$ cat src/rtl/mem_slot_ctrl_pkg.sv
// rtl/mem_slot_ctrl_pkg.sv - shared types and slot constants for the slot write controller
package mem_slot_ctrl_pkg;

  typedef enum logic [1:0] {
    IDLE  = 2'd0,
    WRITE = 2'd1,
    ACK   = 2'd2
  } state_t;

  typedef enum logic [1:0] {
    SRC_REQ0 = 2'd0,
    SRC_REQ1 = 2'd1,
    SRC_STAT = 2'd2
  } src_t;

  localparam logic [1:0] SLOT_STATUS = 2'd3;
  localparam logic [1:0] SLOT_LAST   = 2'd2;
  localparam logic [1:0] SLOT_FIRST  = 2'd0;

endpackage

$ cat src/rtl/mem_slot_ctrl_if.sv
// rtl/mem_slot_ctrl_if.sv - requester, status and store-side signal bundle
interface mem_slot_ctrl_if #(
  parameter int DATA_W = 8
);
  logic              req0;
  logic [DATA_W-1:0] wdata0;
  logic              req1;
  logic [DATA_W-1:0] wdata1;
  logic              stat_evt;
  logic [DATA_W-1:0] stat_data;
  logic              gnt0;
  logic              gnt1;
  logic              stat_ack;
  logic [1:0]        mem_addr;
  logic [DATA_W-1:0] mem_wdata;
  logic              mem_we;
  logic              busy;

  modport slave (
    input  req0, wdata0, req1, wdata1, stat_evt, stat_data,
    output gnt0, gnt1, stat_ack, mem_addr, mem_wdata, mem_we, busy
  );

  modport master (
    output req0, wdata0, req1, wdata1, stat_evt, stat_data,
    input  gnt0, gnt1, stat_ack, mem_addr, mem_wdata, mem_we, busy
  );
endinterface

$ cat src/rtl/mem_slot_ctrl_slot_counter.sv
// rtl/mem_slot_ctrl_slot_counter.sv - requester slot counter cycling SLOT_FIRST..SLOT_LAST
module slot_counter
  import mem_slot_ctrl_pkg::*;
(
  input  logic       clk,
  input  logic       rst_n,
  input  logic       inc,
  output logic [1:0] cnt
);

  always_ff @(posedge clk or negedge rst_n) begin
    if (!rst_n) begin
      cnt <= SLOT_FIRST;
    end else if (inc) begin
      cnt <= (cnt >= SLOT_LAST) ? SLOT_FIRST : cnt + 2'd1;
    end
  end

endmodule

$ cat src/rtl/mem_slot_ctrl.sv
// rtl/mem_slot_ctrl.sv - arbitrates two requesters and a sticky status event onto a 4-slot store
module mem_slot_ctrl
  import mem_slot_ctrl_pkg::*;
#(
  parameter int DATA_W = 8
) (
  input  logic            clk,
  input  logic            rst_n,
  mem_slot_ctrl_if.slave  bus
);

  state_t            state, state_nxt;
  src_t              src, src_nxt;
  logic              rr;
  logic              stat_pend;
  logic [1:0]        cnt;
  logic              leave_idle;
  logic [1:0]        sel_addr;
  logic [DATA_W-1:0] sel_data;
  logic              cnt_inc;
  logic              stat_clr;

  assign cnt_inc  = (state == WRITE) && (src != SRC_STAT);
  assign stat_clr = (state == WRITE) && (src == SRC_STAT);

  slot_counter u_slot_counter (
    .clk   (clk),
    .rst_n (rst_n),
    .inc   (cnt_inc),
    .cnt   (cnt)
  );

  always_ff @(posedge clk or negedge rst_n) begin
    if (!rst_n) begin
      state <= IDLE;
    end else begin
      state <= state_nxt;
    end
  end

  always_comb begin
    state_nxt     = state;
    src_nxt       = src;
    leave_idle    = 1'b0;
    sel_addr      = SLOT_STATUS;
    sel_data      = bus.stat_data;
    bus.mem_we    = 1'b0;
    bus.gnt0      = 1'b0;
    bus.gnt1      = 1'b0;
    bus.stat_ack  = 1'b0;
    bus.busy      = (state != IDLE);
    case (state)
      IDLE: begin
        leave_idle = stat_pend | bus.req0 | bus.req1;
        // rr=0 favours req0 only when both are asking; a lone request always wins
        if (stat_pend) begin
          src_nxt = SRC_STAT;
        end else if (bus.req0 && (!bus.req1 || !rr)) begin
          src_nxt = SRC_REQ0;
        end else if (bus.req1) begin
          src_nxt = SRC_REQ1;
        end
        if (leave_idle) begin
          state_nxt = WRITE;
        end
      end
      WRITE: begin
        bus.mem_we = 1'b1;
        state_nxt  = ACK;
      end
      ACK: begin
        bus.gnt0     = (src == SRC_REQ0);
        bus.gnt1     = (src == SRC_REQ1);
        bus.stat_ack = (src == SRC_STAT);
        state_nxt    = IDLE;
      end
      default: begin
        state_nxt = IDLE;
      end
    endcase
    case (src_nxt)
      SRC_REQ0: begin
        sel_addr = cnt;
        sel_data = bus.wdata0;
      end
      SRC_REQ1: begin
        sel_addr = cnt;
        sel_data = bus.wdata1;
      end
      default: begin
        sel_addr = SLOT_STATUS;
        sel_data = bus.stat_data;
      end
    endcase
  end

  // Transaction context is captured once on leaving IDLE so later input changes cannot leak in
  always_ff @(posedge clk or negedge rst_n) begin
    if (!rst_n) begin
      src           <= SRC_REQ0;
      rr            <= 1'b0;
      stat_pend     <= 1'b0;
      bus.mem_addr  <= 2'd0;
      bus.mem_wdata <= '0;
    end else begin
      stat_pend <= bus.stat_evt | (stat_pend & ~stat_clr);
      if (leave_idle) begin
        src           <= src_nxt;
        bus.mem_addr  <= sel_addr;
        bus.mem_wdata <= sel_data;
        if (src_nxt != SRC_STAT) begin
          rr <= (src_nxt == SRC_REQ0);
        end
      end
    end
  end

endmodule
$ cat src/flat_wrapper.sv
// flat-port wrapper written by rule: the top's interface ports become plain ports
module mem_slot_ctrl_flat import mem_slot_ctrl_pkg::*;
#(
  parameter int DATA_W = 8
)
  (clk, rst_n, bus_req0, bus_wdata0, bus_req1, bus_wdata1, bus_stat_evt, bus_stat_data, bus_gnt0, bus_gnt1, bus_stat_ack, bus_mem_addr, bus_mem_wdata, bus_mem_we, bus_busy);
  mem_slot_ctrl_if #(.DATA_W(DATA_W)) bus_i ();
  input  logic clk;
  input  logic rst_n;
  input wire logic [$bits(bus_i.req0)-1:0] bus_req0;
  input wire logic [$bits(bus_i.wdata0)-1:0] bus_wdata0;
  input wire logic [$bits(bus_i.req1)-1:0] bus_req1;
  input wire logic [$bits(bus_i.wdata1)-1:0] bus_wdata1;
  input wire logic [$bits(bus_i.stat_evt)-1:0] bus_stat_evt;
  input wire logic [$bits(bus_i.stat_data)-1:0] bus_stat_data;
  output wire logic [$bits(bus_i.gnt0)-1:0] bus_gnt0;
  output wire logic [$bits(bus_i.gnt1)-1:0] bus_gnt1;
  output wire logic [$bits(bus_i.stat_ack)-1:0] bus_stat_ack;
  output wire logic [$bits(bus_i.mem_addr)-1:0] bus_mem_addr;
  output wire logic [$bits(bus_i.mem_wdata)-1:0] bus_mem_wdata;
  output wire logic [$bits(bus_i.mem_we)-1:0] bus_mem_we;
  output wire logic [$bits(bus_i.busy)-1:0] bus_busy;
  assign bus_i.req0 = bus_req0;
  assign bus_i.wdata0 = bus_wdata0;
  assign bus_i.req1 = bus_req1;
  assign bus_i.wdata1 = bus_wdata1;
  assign bus_i.stat_evt = bus_stat_evt;
  assign bus_i.stat_data = bus_stat_data;
  assign bus_gnt0 = bus_i.gnt0;
  assign bus_gnt1 = bus_i.gnt1;
  assign bus_stat_ack = bus_i.stat_ack;
  assign bus_mem_addr = bus_i.mem_addr;
  assign bus_mem_wdata = bus_i.mem_wdata;
  assign bus_mem_we = bus_i.mem_we;
  assign bus_busy = bus_i.busy;
  mem_slot_ctrl #(.DATA_W(DATA_W)) u_core (.clk(clk), .rst_n(rst_n), .bus(bus_i));
endmodule
$ cat config.mk
export PLATFORM = sky130hd
export DESIGN_NAME = mem_slot_ctrl_flat
export DESIGN_NICKNAME = d
export VERILOG_FILES = /design/src/rtl/mem_slot_ctrl_pkg.sv /design/src/rtl/mem_slot_ctrl_if.sv /design/src/rtl/mem_slot_ctrl_slot_counter.sv /design/src/rtl/mem_slot_ctrl.sv /design/src/flat_wrapper.sv
export SDC_FILE = /design/constraint.sdc
export NUM_CORES = 1
export LEC_CHECK = 0
export CAP_MARGIN = 25
export CORE_MARGIN = 1.5
export CORE_UTILIZATION = 41
export CTS_BUF_LIST = sky130_fd_sc_hd__clkbuf_4
export CTS_CLUSTER_SIZE = 8
export DETAILED_ROUTE_END_ITERATION = 8
export PLACE_DENSITY = 0.81
export SLEW_MARGIN = 20
export SYNTH_ARGS = -nofsm -noshare
export SYNTH_HDL_FRONTEND = slang
export SYNTH_SLANG_ARGS = --single-unit
$ cat constraint.sdc
create_clock -name clk -period 1.91 [get_ports clk]
set_input_delay 0.382 -clock clk [delete_from_list [all_inputs] [get_ports clk]]
set_output_delay 0.382 -clock clk [all_outputs]
set_load 0.01 [all_outputs]
==> results <==
- Counting flops and latches in the post-synthesis netlist gives 18.
- The post-synthesis cell area is 890.9 um^2.
- For this run, asynchronously set or reset flops after synthesis account for 100.0%.
- STA puts the critical path data arrival time at 1.45 ns.
- The category of the most critical setup path is reg -> out.
- Yosys attributes the largest share of cell area to sky130_fd_sc_hd__dfrtp_1 (51%), sky130_fd_sc_hd__mux2i_1 (9.0%), sky130_fd_sc_hd__a22oi_1 (6.7%).
- The routed wire length is 2284 um.
- The clock-pin slew reported for the worst setup and hold paths after clock tree synthesis is 0.10 ns.
- The fill cell instance count of the final layout is 143.
- Summed over all nets, the half-perimeter wirelength after detailed placement is 1796 um.
- The final-report setup violation count is 0.
- The total negative slack is 0 ns.
- In this run the critical register-to-register path is launched from u_core.state[1]$_DFFE_PN0P_.
- The via count of the first global-routing pass is 891.
- Together, buffers and inverters on the worst path number 1.
- The worst setup path is launched from a flip-flop.
- Dividing the detail-routed wire length by the instance count gives 14.36 um.
- After synthesis, the most frequently instantiated cells are sky130_fd_sc_hd__dfrtp_1 (18), sky130_fd_sc_hd__o21ai_1 (10), sky130_fd_sc_hd__a22oi_1 (8), sky130_fd_sc_hd__mux2i_1 (8), sky130_fd_sc_hd__nor2b_1 (4).
- The count of flip-flops with a built-in enable after synthesis is 0.
- In this run the static leakage power is 0.6336 nW.
- The hold violation count in the final report is 0.
- Across the run, the number of max-cap violations was 0.
- After layout, the minimum clock period comes to 1.828 ns.
- Cells with a size suffix above 1 make up 18.18% of the layout.
- The die is 49.62 um wide.
- The post-synthesis cell type count is 28.
- After clock tree synthesis, the flow added hold-fix buffers numbering 0.
- The cell count after synthesis is 79.
- The detailed-routing iteration count for the pre-antenna-repair pass is 4.
- The number of pins exceeding their max-slew limit in the final report was 0.
- Clock latency on the worst-skew pair, taken at its later pin, is 0.28 ns.
- The per-cell via count in the routed design is 5.233.
- The number of antenna violations at the first check in global routing is 0.
- The total number of vias is 832.
- The starting density of the core is 44.50%.
- The gate family responsible for the most delay along the worst path is buffers and inverters.
- The area growth from synthesis to layout is 61.10%.
- The signal on the critical path passes through nor2b_2 > clkdlybuf4s50_1.
- The floorplan has 16 rows.
- The run finished with clean final reports.
- The worst pin sits at a relative slew slack of 76.31%.
- 0 antenna diodes ended up in the layout.
- TritonCTS created 3 clock buffers.
- The core region is 2002 um^2.
- Dividing the final minimum period by the clock period gives 95.71%.
- The maximum ir drop on the vdd rail is 0.7326 mV.
- CTS built an H-tree with a depth of 1.
- The tree is rooted in a sky130_fd_sc_hd__clkbuf_4.
- The start point of the critical path is u_core.state[0]$_DFFE_PN0P_.
- Synthesis produced a netlist with a net count of 108.
- The routability-driven placement congestion ratio is 0.7464.
- The combined global-route utilization of all metal layers is 20.67%.
- 44 I/O pins were placed.
- The library cell with the largest summed area after synthesis is sky130_fd_sc_hd__dfrtp_1.
- For this run the aggregate overflow at the end of global routing stands at 0.
- After detailed routing, the number of remaining DRC violations is 0.
- The most used flip-flop cell after synthesis is sky130_fd_sc_hd__dfrtp_1.
- The die covers 2462 um^2.
- The number of buffers between clock root and the deepest sink is 2.
- Measured on the finished design, the core utilization comes to 71.69%.
- Buffers placed on the I/O ports in this run total 43.
- The clock tree from TritonCTS is built.
- Sequential cells were found to cover 50.56% of the synthesized design area.
- STA classifies the critical path endpoint as a primary output.
- The worst-path cell with the longest stage delay is sky130_fd_sc_hd__clkdlybuf4s50_1.
- Once detail routing completed, the nets flagged for antenna violations numbered 0.
- The wire length of the first global-routing pass is 3864 um.
- For the pin with the worst max-slew slack, the measured transition is 0.3517 ns.
- The maximum number of pins on one net before global-route repair is 19.
- The number of nets at the end of the flow is 162.
- The data required time at the worst endpoint is 1.53 ns.
- Summed over its instances, the top area cell type makes up 50.56% of the synthesized netlist area.
- The achievable clock frequency is 547.0 MHz.
- The total power per unit cell area is 1420 nW/um^2.
- During synthesis, Yosys emitted a total of 0 warnings.
- The worst hold slack after final layout is 0.4189 ns.
- The class of the tightest hold or removal check is in -> async.
- The delay contributed by the slowest stage of the critical path is 0.54 ns.
- After synthesis, the mean cell area works out to 11.28 um^2.
- Along the worst path, the maximum fanout reaches 7.
- The overall die height is 49.62 um.
- sky130_fd_sc_hd__dfrtp_1 is the most common cell in the netlist.
- The number of clock sinks is 18.
- The DRC violation total after the first TritonRoute iteration is 9.
- The final worst clock skew is 0.0009251 ns.
- Setup repair after global routing left no endpoint under its margin.
## through the flow
stage          cells  instance area, um^2  setup WS (ns)  total power, W
4_1_cts          159                 1431        0.03847        0.002046
5_1_grt          159                 1435       0.006868        0.002194
3_5_place_dp     153                 1378        0.02970        0.001824
2_1_floorplan     79                890.9         0.5116        0.001322
6_report         159                 1435        0.08193        0.002038
3_3_place_gp     153                 1378        0.07875        0.001777
## power by group
group          switching (W)  internal [W]  total, W
logic               0.000483      0.000637   0.00112
registers           0.000168      0.000565  0.000733
clock network       0.000109     0.0000758  0.000185
total               0.000760       0.00128   0.00204
## path summary, 6_finish.rpt
check	end	slack (ns)	depth (start not counted)
worst min-delay path	u_core.state[1]$_DFFE_PN0P_	0.42	2
worst min register to register	u_core.rr$_DFFE_PN0P_	0.51	1
max in group asynchronous	u_core.src[0]$_DFFE_PN0P_	1.29	2
worst max register to register	u_core.bus.mem_addr[0]$_DFFE_PN0P_	0.49	5
worst max-delay path	bus_mem_we	0.08	2
min in group clk	u_core.rr$_DFFE_PN0P_	0.51	1
## per-layer routing
layer	vias to the layer above	global-route usage (%)	share of wire (%)
li1	404	-	-
met1	391	25.10	40
met2	37	35.78	53
met3	0	4.545	7.4
met4	0	7.407	0
met5	-	0	0
## what timing repair did
action | in CTS | in global routing
buffers inserted | 2 | 0
gates resized for setup | 8 | 2
pin swaps | 0 | 0
cloned | 0 | 0
setup endpoints to repair | 3 | 2
## cells by family after synthesis
logic type,after synthesis,share of synthesized area [%]
DFF,18,50.56
AOI/OAI and AO/OA,31,24.16
buffers and inverters,6,4.635
muxes,9,10.25
and+or+nand+nor,15,10.39
## final cells by class
| class | instances | area, um^2 | share of cell area, % |
|---|---|---|---|
| clock buffer | 3 | 22.52 | 1.569 |
| clock inverter | 1 | 3.754 | 0.2616 |
| inverter | 3 | 11.26 | 0.7847 |
| multi-input combinational | 55 | 415.4 | 28.94 |
| sequential | 18 | 454.2 | 31.65 |
| tap | 27 | 33.78 | 2.354 |
| timing repair buffer | 52 | 494.2 | 34.44 |
## sequential cells by signal, summed over array words and instances, names as in the netlist
signal                     cells
u_core.state                   2
u_core.bus.mem_addr            2
u_core.stat_pend               1
u_core.bus.mem_wdata           8
u_core.rr                      1
u_core.u_slot_counter.cnt      2
u_core.src                     2
## layout by cell type (no fill, tap or decap)
master	count
sky130_fd_sc_hd__nor2b_4	1
sky130_fd_sc_hd__clkdlybuf4s50_1	40
sky130_fd_sc_hd__a31oi_1	1
sky130_fd_sc_hd__mux2i_1	8
sky130_fd_sc_hd__and3b_1	1
sky130_fd_sc_hd__a22oi_1	8
sky130_fd_sc_hd__clkinv_1	1
sky130_fd_sc_hd__dlygate4sd2_1	3
sky130_fd_sc_hd__nor4b_2	1
sky130_fd_sc_hd__a21oi_1	1
sky130_fd_sc_hd__o32a_2	2
sky130_fd_sc_hd__inv_1	2
sky130_fd_sc_hd__dfrtp_1	15
sky130_fd_sc_hd__nor2_1	2
sky130_fd_sc_hd__nor3b_1	1
sky130_fd_sc_hd__o21ai_0	2
sky130_fd_sc_hd__clkbuf_4	3
sky130_fd_sc_hd__inv_2	1
sky130_fd_sc_hd__nor2_2	1
sky130_fd_sc_hd__a21o_1	2
sky130_fd_sc_hd__nor4bb_1	1
sky130_fd_sc_hd__o21ai_1	10
sky130_fd_sc_hd__o22ai_1	1
sky130_fd_sc_hd__nor2b_1	2
sky130_fd_sc_hd__a21bo_1	1
sky130_fd_sc_hd__nand3_1	1
sky130_fd_sc_hd__o31ai_2	1
sky130_fd_sc_hd__dfrtp_2	3
sky130_fd_sc_hd__and2_1	1
sky130_fd_sc_hd__nand2_1	2
sky130_fd_sc_hd__buf_4	9
sky130_fd_sc_hd__o22a_1	2
sky130_fd_sc_hd__nor2b_2	1
sky130_fd_sc_hd__mux2_2	1
No activity file was read; power rests on OpenSTA's default activity.
